**config.mk**
```make
export PLATFORM = sky130hd
export DESIGN_NAME = pc_next_ctrl
export DESIGN_NICKNAME = d
export VERILOG_FILES = /design/src/rtl/pipe_pkg.sv /design/src/rtl/hazard_detect.sv /design/src/rtl/pc_next_ctrl.sv
export SDC_FILE = /design/constraint.sdc
export NUM_CORES = 1
export LEC_CHECK = 0
export ABC_AREA = 1
export CORE_MARGIN = 2
export CORE_UTILIZATION = 38
export CTS_CLUSTER_SIZE = 30
export DETAILED_ROUTE_END_ITERATION = 8
export PLACE_DENSITY = 0.81
export SLEW_MARGIN = 25
export SYNTH_ARGS = -nofsm -noshare
export SYNTH_HDL_FRONTEND = slang
export SYNTH_SLANG_ARGS = --single-unit
```
**constraint.sdc**
```tcl
create_clock -name clk -period 2.24 [get_ports clk]
set_input_delay 0.336 -clock clk [delete_from_list [all_inputs] [get_ports clk]]
set_output_delay 0.336 -clock clk [all_outputs]
set_load 0.1 [all_outputs]
```
**src/rtl/pipe_pkg.sv**
```systemverilog
// Shared front-end pipeline types and constants for the next-PC controller.
package pipe_pkg;

  localparam int unsigned PC_W        = 16;
  localparam int unsigned INSTR_BYTES = 2;
  localparam int unsigned REG_IDX_W   = 4;
  localparam int unsigned CNT_W       = 3;

  typedef enum logic [2:0] {
    RUN,
    LU_STALL_S,
    MEM_WAIT,
    DRAIN,
    HALTED
  } state_e;

  // Sequential PC, wrapping modulo 2^PC_W.
  function automatic logic [PC_W-1:0] pc_inc(input logic [PC_W-1:0] pc);
    return pc + PC_W'(INSTR_BYTES);
  endfunction

endpackage

```
**src/rtl/hazard_detect.sv**
```systemverilog
// Load-use comparator: flags an ID source that reads the register a load in EX is writing.
module hazard_detect
  import pipe_pkg::*;
(
  input  logic                 i_ld_ex,
  input  logic [REG_IDX_W-1:0] i_ld_rd_ex,
  input  logic [REG_IDX_W-1:0] i_id_rs,
  input  logic [REG_IDX_W-1:0] i_id_rt,
  input  logic                 i_id_uses_rs,
  input  logic                 i_id_uses_rt,
  output logic                 o_hz
);

  logic w_rs_match;
  logic w_rt_match;

  assign w_rs_match = i_id_uses_rs && (i_id_rs == i_ld_rd_ex);
  assign w_rt_match = i_id_uses_rt && (i_id_rt == i_ld_rd_ex);
  assign o_hz       = i_ld_ex && (w_rs_match || w_rt_match);

endmodule

```
**src/rtl/pc_next_ctrl.sv**
```systemverilog
// Next-PC generator and front-end hazard controller: resolves branches, jumps,
// load-use bubbles, memory waits and halt drain, and drives the PC register.
module pc_next_ctrl
  import pipe_pkg::*;
#(
  parameter int unsigned LU_STALL     = 1,
  parameter int unsigned DRAIN_CYCLES = 3
) (
  input  logic                 clk,
  input  logic                 rst,
  input  logic [PC_W-1:0]      PC,
  input  logic                 StayHalted,
  input  logic                 br_taken_ex,
  input  logic [PC_W-1:0]      br_target_ex,
  input  logic                 jmp_id,
  input  logic [PC_W-1:0]      jmp_target_id,
  input  logic                 halt_id,
  input  logic                 ld_ex,
  input  logic [REG_IDX_W-1:0] ld_rd_ex,
  input  logic [REG_IDX_W-1:0] id_rs,
  input  logic [REG_IDX_W-1:0] id_rt,
  input  logic                 id_uses_rs,
  input  logic                 id_uses_rt,
  input  logic                 mem_busy,
  output logic [PC_W-1:0]      NewPC,
  output logic                 StopPC,
  output logic                 Halt,
  output logic                 stall_ifid,
  output logic                 flush_ifid,
  output logic                 flush_idex,
  output logic                 hold_all,
  output logic                 halted_done
);

  state_e             r_state;
  logic [CNT_W-1:0]   r_cnt;

  state_e             w_state_d;
  logic [CNT_W-1:0]   w_cnt_d;
  logic               w_hz;
  logic               w_run_eval;
  logic [PC_W-1:0]    w_pc_inc;
  logic [PC_W-1:0]    w_new_pc;
  logic               w_stop_pc;
  logic               w_halt;
  logic               w_stall_ifid;
  logic               w_flush_ifid;
  logic               w_flush_idex;
  logic               w_hold_all;
  logic               w_halted_done;

  hazard_detect u_hazard_detect (
    .i_ld_ex      (ld_ex),
    .i_ld_rd_ex   (ld_rd_ex),
    .i_id_rs      (id_rs),
    .i_id_rt      (id_rt),
    .i_id_uses_rs (id_uses_rs),
    .i_id_uses_rt (id_uses_rt),
    .o_hz         (w_hz)
  );

  assign w_pc_inc = pc_inc(PC);

  // MEM_WAIT falls through to the RUN priorities in the cycle mem_busy drops.
  assign w_run_eval = (r_state == RUN) || ((r_state == MEM_WAIT) && !mem_busy);

  always_comb begin
    w_state_d     = r_state;
    w_cnt_d       = r_cnt;
    w_new_pc      = w_pc_inc;
    w_stop_pc     = 1'b0;
    w_halt        = 1'b0;
    w_stall_ifid  = 1'b0;
    w_flush_ifid  = 1'b0;
    w_flush_idex  = 1'b0;
    w_hold_all    = 1'b0;
    w_halted_done = 1'b0;

    if (w_run_eval) begin
      w_state_d = RUN;
      if (StayHalted) begin
        w_halt        = 1'b1;
        w_halted_done = 1'b1;
        w_state_d     = HALTED;
      end else if (mem_busy) begin
        w_stop_pc    = 1'b1;
        w_hold_all   = 1'b1;
        w_stall_ifid = 1'b1;
        w_state_d    = MEM_WAIT;
      end else if (br_taken_ex) begin
        w_new_pc     = br_target_ex;
        w_flush_ifid = 1'b1;
        w_flush_idex = 1'b1;
      end else if (w_hz) begin
        w_stop_pc    = 1'b1;
        w_stall_ifid = 1'b1;
        w_flush_idex = 1'b1;
        w_cnt_d      = CNT_W'(LU_STALL - 1);
        w_state_d    = (LU_STALL > 1) ? LU_STALL_S : RUN;
      end else if (jmp_id) begin
        w_new_pc     = jmp_target_id;
        w_flush_ifid = 1'b1;
      end else if (halt_id) begin
        w_halt       = 1'b1;
        w_flush_ifid = 1'b1;
        w_cnt_d      = CNT_W'(DRAIN_CYCLES - 1);
        w_state_d    = (DRAIN_CYCLES > 1) ? DRAIN : HALTED;
      end
    end else begin
      unique case (r_state)
        LU_STALL_S: begin
          w_stop_pc    = 1'b1;
          w_stall_ifid = 1'b1;
          if (mem_busy) begin
            w_hold_all = 1'b1;
            w_cnt_d    = '0;
            w_state_d  = MEM_WAIT;
          end else begin
            w_flush_idex = 1'b1;
            w_cnt_d      = r_cnt - 3'd1;
            if (r_cnt <= 3'd1) w_state_d = RUN;
          end
        end
        MEM_WAIT: begin
          w_stop_pc    = 1'b1;
          w_hold_all   = 1'b1;
          w_stall_ifid = 1'b1;
        end
        DRAIN: begin
          w_halt       = 1'b1;
          w_flush_ifid = 1'b1;
          if (mem_busy) begin
            w_hold_all = 1'b1;
          end else begin
            w_cnt_d = r_cnt - 3'd1;
            if (r_cnt <= 3'd1) w_state_d = HALTED;
          end
        end
        HALTED: begin
          w_halt        = 1'b1;
          w_halted_done = 1'b1;
        end
        default: begin
          w_state_d = RUN;
          w_cnt_d   = '0;
        end
      endcase
    end
  end

  always_ff @(posedge clk or negedge rst) begin
    if (!rst) begin
      r_state <= RUN;
      r_cnt   <= '0;
    end else begin
      r_state <= w_state_d;
      r_cnt   <= w_cnt_d;
    end
  end

  // Reset forces the controls quiet immediately, independent of the clock.
  assign NewPC       = rst ? w_new_pc : w_pc_inc;
  assign StopPC      = rst & w_stop_pc;
  assign Halt        = rst & w_halt;
  assign stall_ifid  = rst & w_stall_ifid;
  assign flush_ifid  = rst & w_flush_ifid;
  assign flush_idex  = rst & w_flush_idex;
  assign hold_all    = rst & w_hold_all;
  assign halted_done = rst & w_halted_done;

endmodule

```
; ---- After elaboration in Yosys (flattened, before gate mapping)
; Cells that the tools add are included.
[word_totals]
register_bits = 6
latchBits = 0
ram_bits = 0
romBits = 0
inputBits = 70
out_inout_bits = 23
wordCells = 104
n_memories = 0
[op_classes]
addsub = 2
multipliers = 0
div = 0
n_lt_le_gt_ge = 1
eq_ne = 16
shift = 0
n_mux = 63
n_bitwise = 6
n_reduce_logical = 14
[ops]
columns = op, n
row1 = $mux 16, 7
row2 = $mux 3, 15
row3 = $mux 1, 33
row4 = $pmux 3 s3, 2
row5 = $add 16x2->16 const B, 1
row6 = $mux 2, 5
row7 = $eq 4x4->1, 2
row8 = $ne 2x2->1 const B, 4
row9 = $reduce_or 2->1, 4
row10 = $reduce_and 7->1, 1
row11 = $and 1x1->1, 6
row12 = $eq 3x2->1 const B, 2
row13 = $ne 3x2->1 const B, 2
row14 = $ne 3x3->1 const B, 2
row15 = $logic_and 1x1->1, 4
row16 = $ne 4x4->1 const B, 1
row17 = $reduce_and 4->1, 1
row18 = $eq 3x1->1 const B, 1
row19 = $eq 3x3->1 const B, 1
row20 = $le 3x1->1 const B, 1
row21 = $logic_not 3->1, 1
row22 = $sub 3x1->3 const B, 1
row23 = $logic_or 1x1->1, 2
row24 = $ne 2x1->1 const B, 1
row25 = other kinds (2), 2

; ---- Logic depth before layout (Yosys ltp)
[logic_depth]
word_depth = 10
depth_mapped = 13
depth_no_buf = 13

; ---- Cells and area by module
; From an unflattened synthesis, not the netlist that was laid out.
[hier_totals]
cells_unflattened = 267
hier_area_um2 = 1473.9
[modules_own_cells]
columns = module, n_inst, cells_per_inst, area_per_inst_um2, seq_area_each_um2
row1 = pc_next_ctrl, 1, 233, 1325.0, 150.1
row2 = hazard_detect, 1, 34, 148.9, 0.0

; ---- Worst setup path after synthesis
; OpenSTA, ideal clock, no wires.
[synth_timing]
path_kind = flip-flop to output port
start = reg r_state[0]
end = out NewPC[4]
arrival_ns = 2.518
required_time_ns = 1.904
setup_slack_ns = -0.614
stages_incl_launch_ff = 9
n_path_buf = 1
cell_sequence = dfrtp_1 -> nor2_4 -> nand2_4 -> inv_4 -> nand2_2 -> nor3_4 -> buf_4 -> a21oi_1 -> nor2_1
[synth_between]
elab_chain_cells = 5
elab_cells_between_ends = 6
cone_classes = eq/ne: 1 / mux: 2 / reduce/logical: 3
[synth_lines]
columns = item, line_no
row1 = start: declaration, pc_next_ctrl.sv:35  ; state_e r_state;
row2 = start signal: assignment, pc_next_ctrl.sv:156  ; r_state <= w_state_d;
row3 = $eq 3x2->1, pc_next_ctrl.sv:65  ; assign w_run_eval = (r_state == RUN) || ((r_state == MEM_WAIT) && !mem_busy);
row4 = $logic_and 1x1->1, pc_next_ctrl.sv:65
row5 = $logic_or 1x1->1 (*), pc_next_ctrl.sv:65
row6 = $mux 16 (*), pc_next_ctrl.sv:79  ; if (w_run_eval) begin
row7 = $mux 16 (*), pc_next_ctrl.sv:162  ; assign NewPC = rst ? w_new_pc : w_pc_inc;
row8 = end: declaration, pc_next_ctrl.sv:25  ; output logic [PC_W-1:0] NewPC,
; Mark *: on every way between the ends. The rest lies on a longest branch, timed or not.

; ---- Worst setup path after layout
[layout_timing]
start = in id_rt[2]
end = out NewPC[6]
[layout_between]
elab_chain_cells = 10
[layout_lines]
columns = item, line_no
row1 = start: declaration, pc_next_ctrl.sv:21  ; input logic [REG_IDX_W-1:0] id_rt,
row2 = $eq 4x4->1, hazard_detect.sv:18  ; assign w_rt_match = i_id_uses_rt && (i_id_rt == i_ld_rd_ex);
row3 = $logic_and 1x1->1, hazard_detect.sv:18
row4 = $logic_or 1x1->1, hazard_detect.sv:19  ; assign o_hz = i_ld_ex && (w_rs_match || w_rt_match);
row5 = $logic_and 1x1->1, hazard_detect.sv:19
row6 = $mux 16, pc_next_ctrl.sv:94  ; end else if (w_hz) begin
row7 = $mux 16, pc_next_ctrl.sv:90  ; end else if (br_taken_ex) begin
row8 = $mux 16, pc_next_ctrl.sv:85  ; end else if (mem_busy) begin
row9 = $mux 16, pc_next_ctrl.sv:81  ; if (StayHalted) begin
row10 = $mux 16, pc_next_ctrl.sv:79
row11 = $mux 16, pc_next_ctrl.sv:162
; No other way between the ends.

==> flow_metrics.py <==
metrics = {
    "yosys": {
        "async_reset_ff_share_pct": 100,
        "ys_top_cells_by_area": "nand2_1 21%, nor2_1 14%, dfrtp_1 9.7%",
        "synth_edf_count": 0,
        "ys_seq_area_share_pct": 9.70,
        "synth_top_area_share_pct": 20.6,
        "synth_nets": 358,
        "synthCells": 285,
        "avgSynthCellArea_sq_um": 5.43,
        "synth_top_cell_by_area": "nand2_1",
        "syn_area_sq_um": 1550,
        "yosys-top-cells-count": "85 x nand2_1, 59 x nor2_1, 33 x inv_1",
        "post-synth-top-count-cell": "nand2_1",
        "ys_dominant_reg_cell": "dfrtp_1",
        "ys_types": 37,
        "yosysWarnings": 0,
        "synth-seq-cells": 6,
    },
    "place": {
        "portBuffers": 92,
        "gp_congestion": 0.933,
        "dp_hpwl_um": 4670,
    },
    "clock_network": {
        "cts_tree": "built",
        "h-tree-depth": 1,
        "clk_path_buf_depth": 2,
        "cts.reportedPaths.clkPinSlew_ps": 40,
        "cts_sinks": 6,
        "cts_root_buf": "clkbuf_8",
        "cts-buffers-inserted": 3,
        "clk_latency_ps": 220,
    },
    "cells_and_area": {
        "antenna_cells": 0,
        "final_util_pct": 85.4,
        "layout-drive-gt1-share_pct": 34.4,
        "area_growth_pct": 119,
        "fin_nets": 488,
    },
    "timing": {
        "maxSlewViolCount": 0,
        "rsz0062_at_grt": "yes",
        "max_freq_ghz": 0.446,
        "clock_skew_ps": 3.14,
        "fin_crit_sh_pct": 100,
        "min_period_ps": 2240,
        "setup_viol": 3,
        "setup_ws_ps": -3.34,
        "whs_ps": 328,
        "max_slew.worst_pin.slew_ps": 382,
        "slew-limit-headroom_pct": 74.4,
        "finalHoldViolCount": 0,
    },
    "critical_path": {
        "cp_top_family": "simple AND/OR/NAND/NOR gates",
        "crit_type": "in -> out",
        "crit_slowest_cell": "dlygate4sd2_1",
        "worst-path-buf-inv": 4,
        "slowest_delay_ps": 240,
        "cp-start-kind": "input pin",
        "endpoint_kind": "primary output",
        "cp_max_fo": 4,
        "arrival_ps": 1910,
        "crit_chain": "dlygate4sd2_1 -> nand2_1 -> clkinv_1 -> nor2_1 -> nor2_1 -> nand3_1 -> nand2_2 -> nand2_4 -> nand2_4 -> buf_4 -> o21ai_0 -> nand2_1 -> nand2_2 -> buf_12",
        "cp.required_ps": 1900,
    },
    "pwr": {
        "clkPwrFrac_pct": 7.6,
        "netSwitchingPower_mw": 1.20,
        "internal_power_uw": 925,
        "combPwrFrac_pct": 84.5,
        "swShare_pct": 56.5,
        "p_per_area_nw_per_um2": 628,
        "power.leakage_nw": 1.65,
        "seqPwrFrac_pct": 7.9,
        "ir_drop_v": 0.000354,
    },
    "floorplanning": {
        "start_util_pct": 39.0,
        "core_sq_um": 3970,
        "die_area_sq_um": 4600,
        "fp.dieH_um": 67.8,
        "io_pins": 93,
        "fp.dieW_um": 67.8,
        "rows": 23,
    },
    "grt": {
        "grt_overflow_total": 0,
        "grt_pass1_vias": 2475,
        "antenna_found_initial": 0,
        "grt_max_degree": 16,
        "grt_pass1_wl_um": 11100,
        "grt.total_usage_pct": 31.6,
    },
    "route": {
        "drc_errors": 0,
        "avgViaCountPerCell": 5.43,
        "drt_iter0_drc": 247,
        "ant_nets": 0,
        "wire_per_inst_um": 16.8,
        "top_layer": "met4",
        "vias": 2512,
        "wl_um": 7770,
        "wl_met1_um": 2740,
        "dr_wl_met2_um": 3870,
        "dr_wl_met3_um": 733,
        "dr.pass1.iters": 6,
    },
    "hold_path": {
        "hold_class": "in -> async",
    },
    "outcome": {
        "violations": "setup timing",
        "status": "finished with violations",
    },
    "flow_run": {
        "drv_cap": 0,
    },
}
[routing by layer]
layer  GRT usage, %  vias up
li1               -     1141
met1           33.7     1124
met2           59.3      192
met3           7.40       55
met4           13.0        0
met5              0        -
[power by group through the flow]
stage / Clock [mW] / Combinational (mW) / Sequential (mW)
global route: 0.173 / 1.88 / 0.170
detailed placement: 0 / 1.62 / 0.173
CTS: 0.161 / 1.71 / 0.165
global placement: 0 / 1.59 / 0.171
floorplan: 0 / 1.01 / 0.166
finish: 0.161 / 1.80 / 0.169
[cells by family after synthesis]
logic type,count (synthesis),synth area share [%]
XOR/XNOR,14,7.92
flip-flops,6,9.70
adder cells (fa/ha/maj),3,2.43
multiplexers,2,1.29
AND/OR/NAND/NOR,183,52.8
AO/OA/AOI/OAI,32,12.5
buffers and inverters,45,13.3
[registers in the layout (all words and copies together) (netlist names)]
register,flops
r_state,3
r_cnt,3
[cell usage in the layout (no fill, tap or decap), types with 3 or more instances in the layout]
cell type / instances
nand3_1: 9
nor2_1: 48
xnor2_1: 6
buf_4: 30
clkdlybuf4s15_1: 5
o21ai_1: 3
a21oi_2: 3
a21oi_4: 8
clkbuf_2: 3
dfrtp_1: 4
clkdlybuf4s50_1: 44
nand4_1: 5
nand3_4: 3
nor2_2: 3
o21ai_2: 3
nor3_1: 3
dlygate4sd2_1: 12
xor2_1: 8
clkbuf_8: 3
inv_2: 4
buf_6: 8
o21ai_0: 8
nand2_8: 3
nand2_2: 14
inv_1: 31
nand2_4: 5
dlymetal6s2s_1: 3
nand2_1: 73
buf_12: 25
nor2_4: 12
[stage by stage]
stage	setup slack, ps	setup TNS (ps)	power (mW)	std cells	area (sq um)
6_report	-3.34	-5.26	2.13	463	3390
3_3_place_gp	-312	-3230	1.77	447	2980
2_1_floorplan	-168	-496	1.18	285	1620
3_5_place_dp	-440	-3690	1.79	447	2980
4_1_cts	-12.6	-12.6	2.03	461	3250
5_1_grt	-99.4	-489	2.22	463	3390
[final cells by class]
cell class	instances	area, sq um
multi-input cells	235	1520
clock buffers	3	41.3
fillers	217	578
inverters	37	141
repair buffers	132	1470
flip-flops and latches	6	153
well taps	50	62.6
[final timing paths]
kind	start	slack, ps	to	depth (start not counted)
min in group clk	r_cnt[1]	560	r_cnt[1]	2
min	rst	330	r_cnt[0]	2
max reg2reg	r_state[1]	560	r_cnt[0]	12
max	id_rt[2]	-3	NewPC[6]	14
max in group asynchronous	rst	1760	r_state[0]	2
min reg2reg	r_cnt[1]	560	r_cnt[1]	2
[what timing repair did]
action                                  in CTS  in global routing
hold buffers                                 0                  0
buffers inserted                            11                  2
gates cloned                                 1                  0
gates resized for setup                     65                 49
endpoints found under the setup margin      21                 19
pin swaps                                   37                 29
Note: power is estimated with default switching activity, not from simulation.
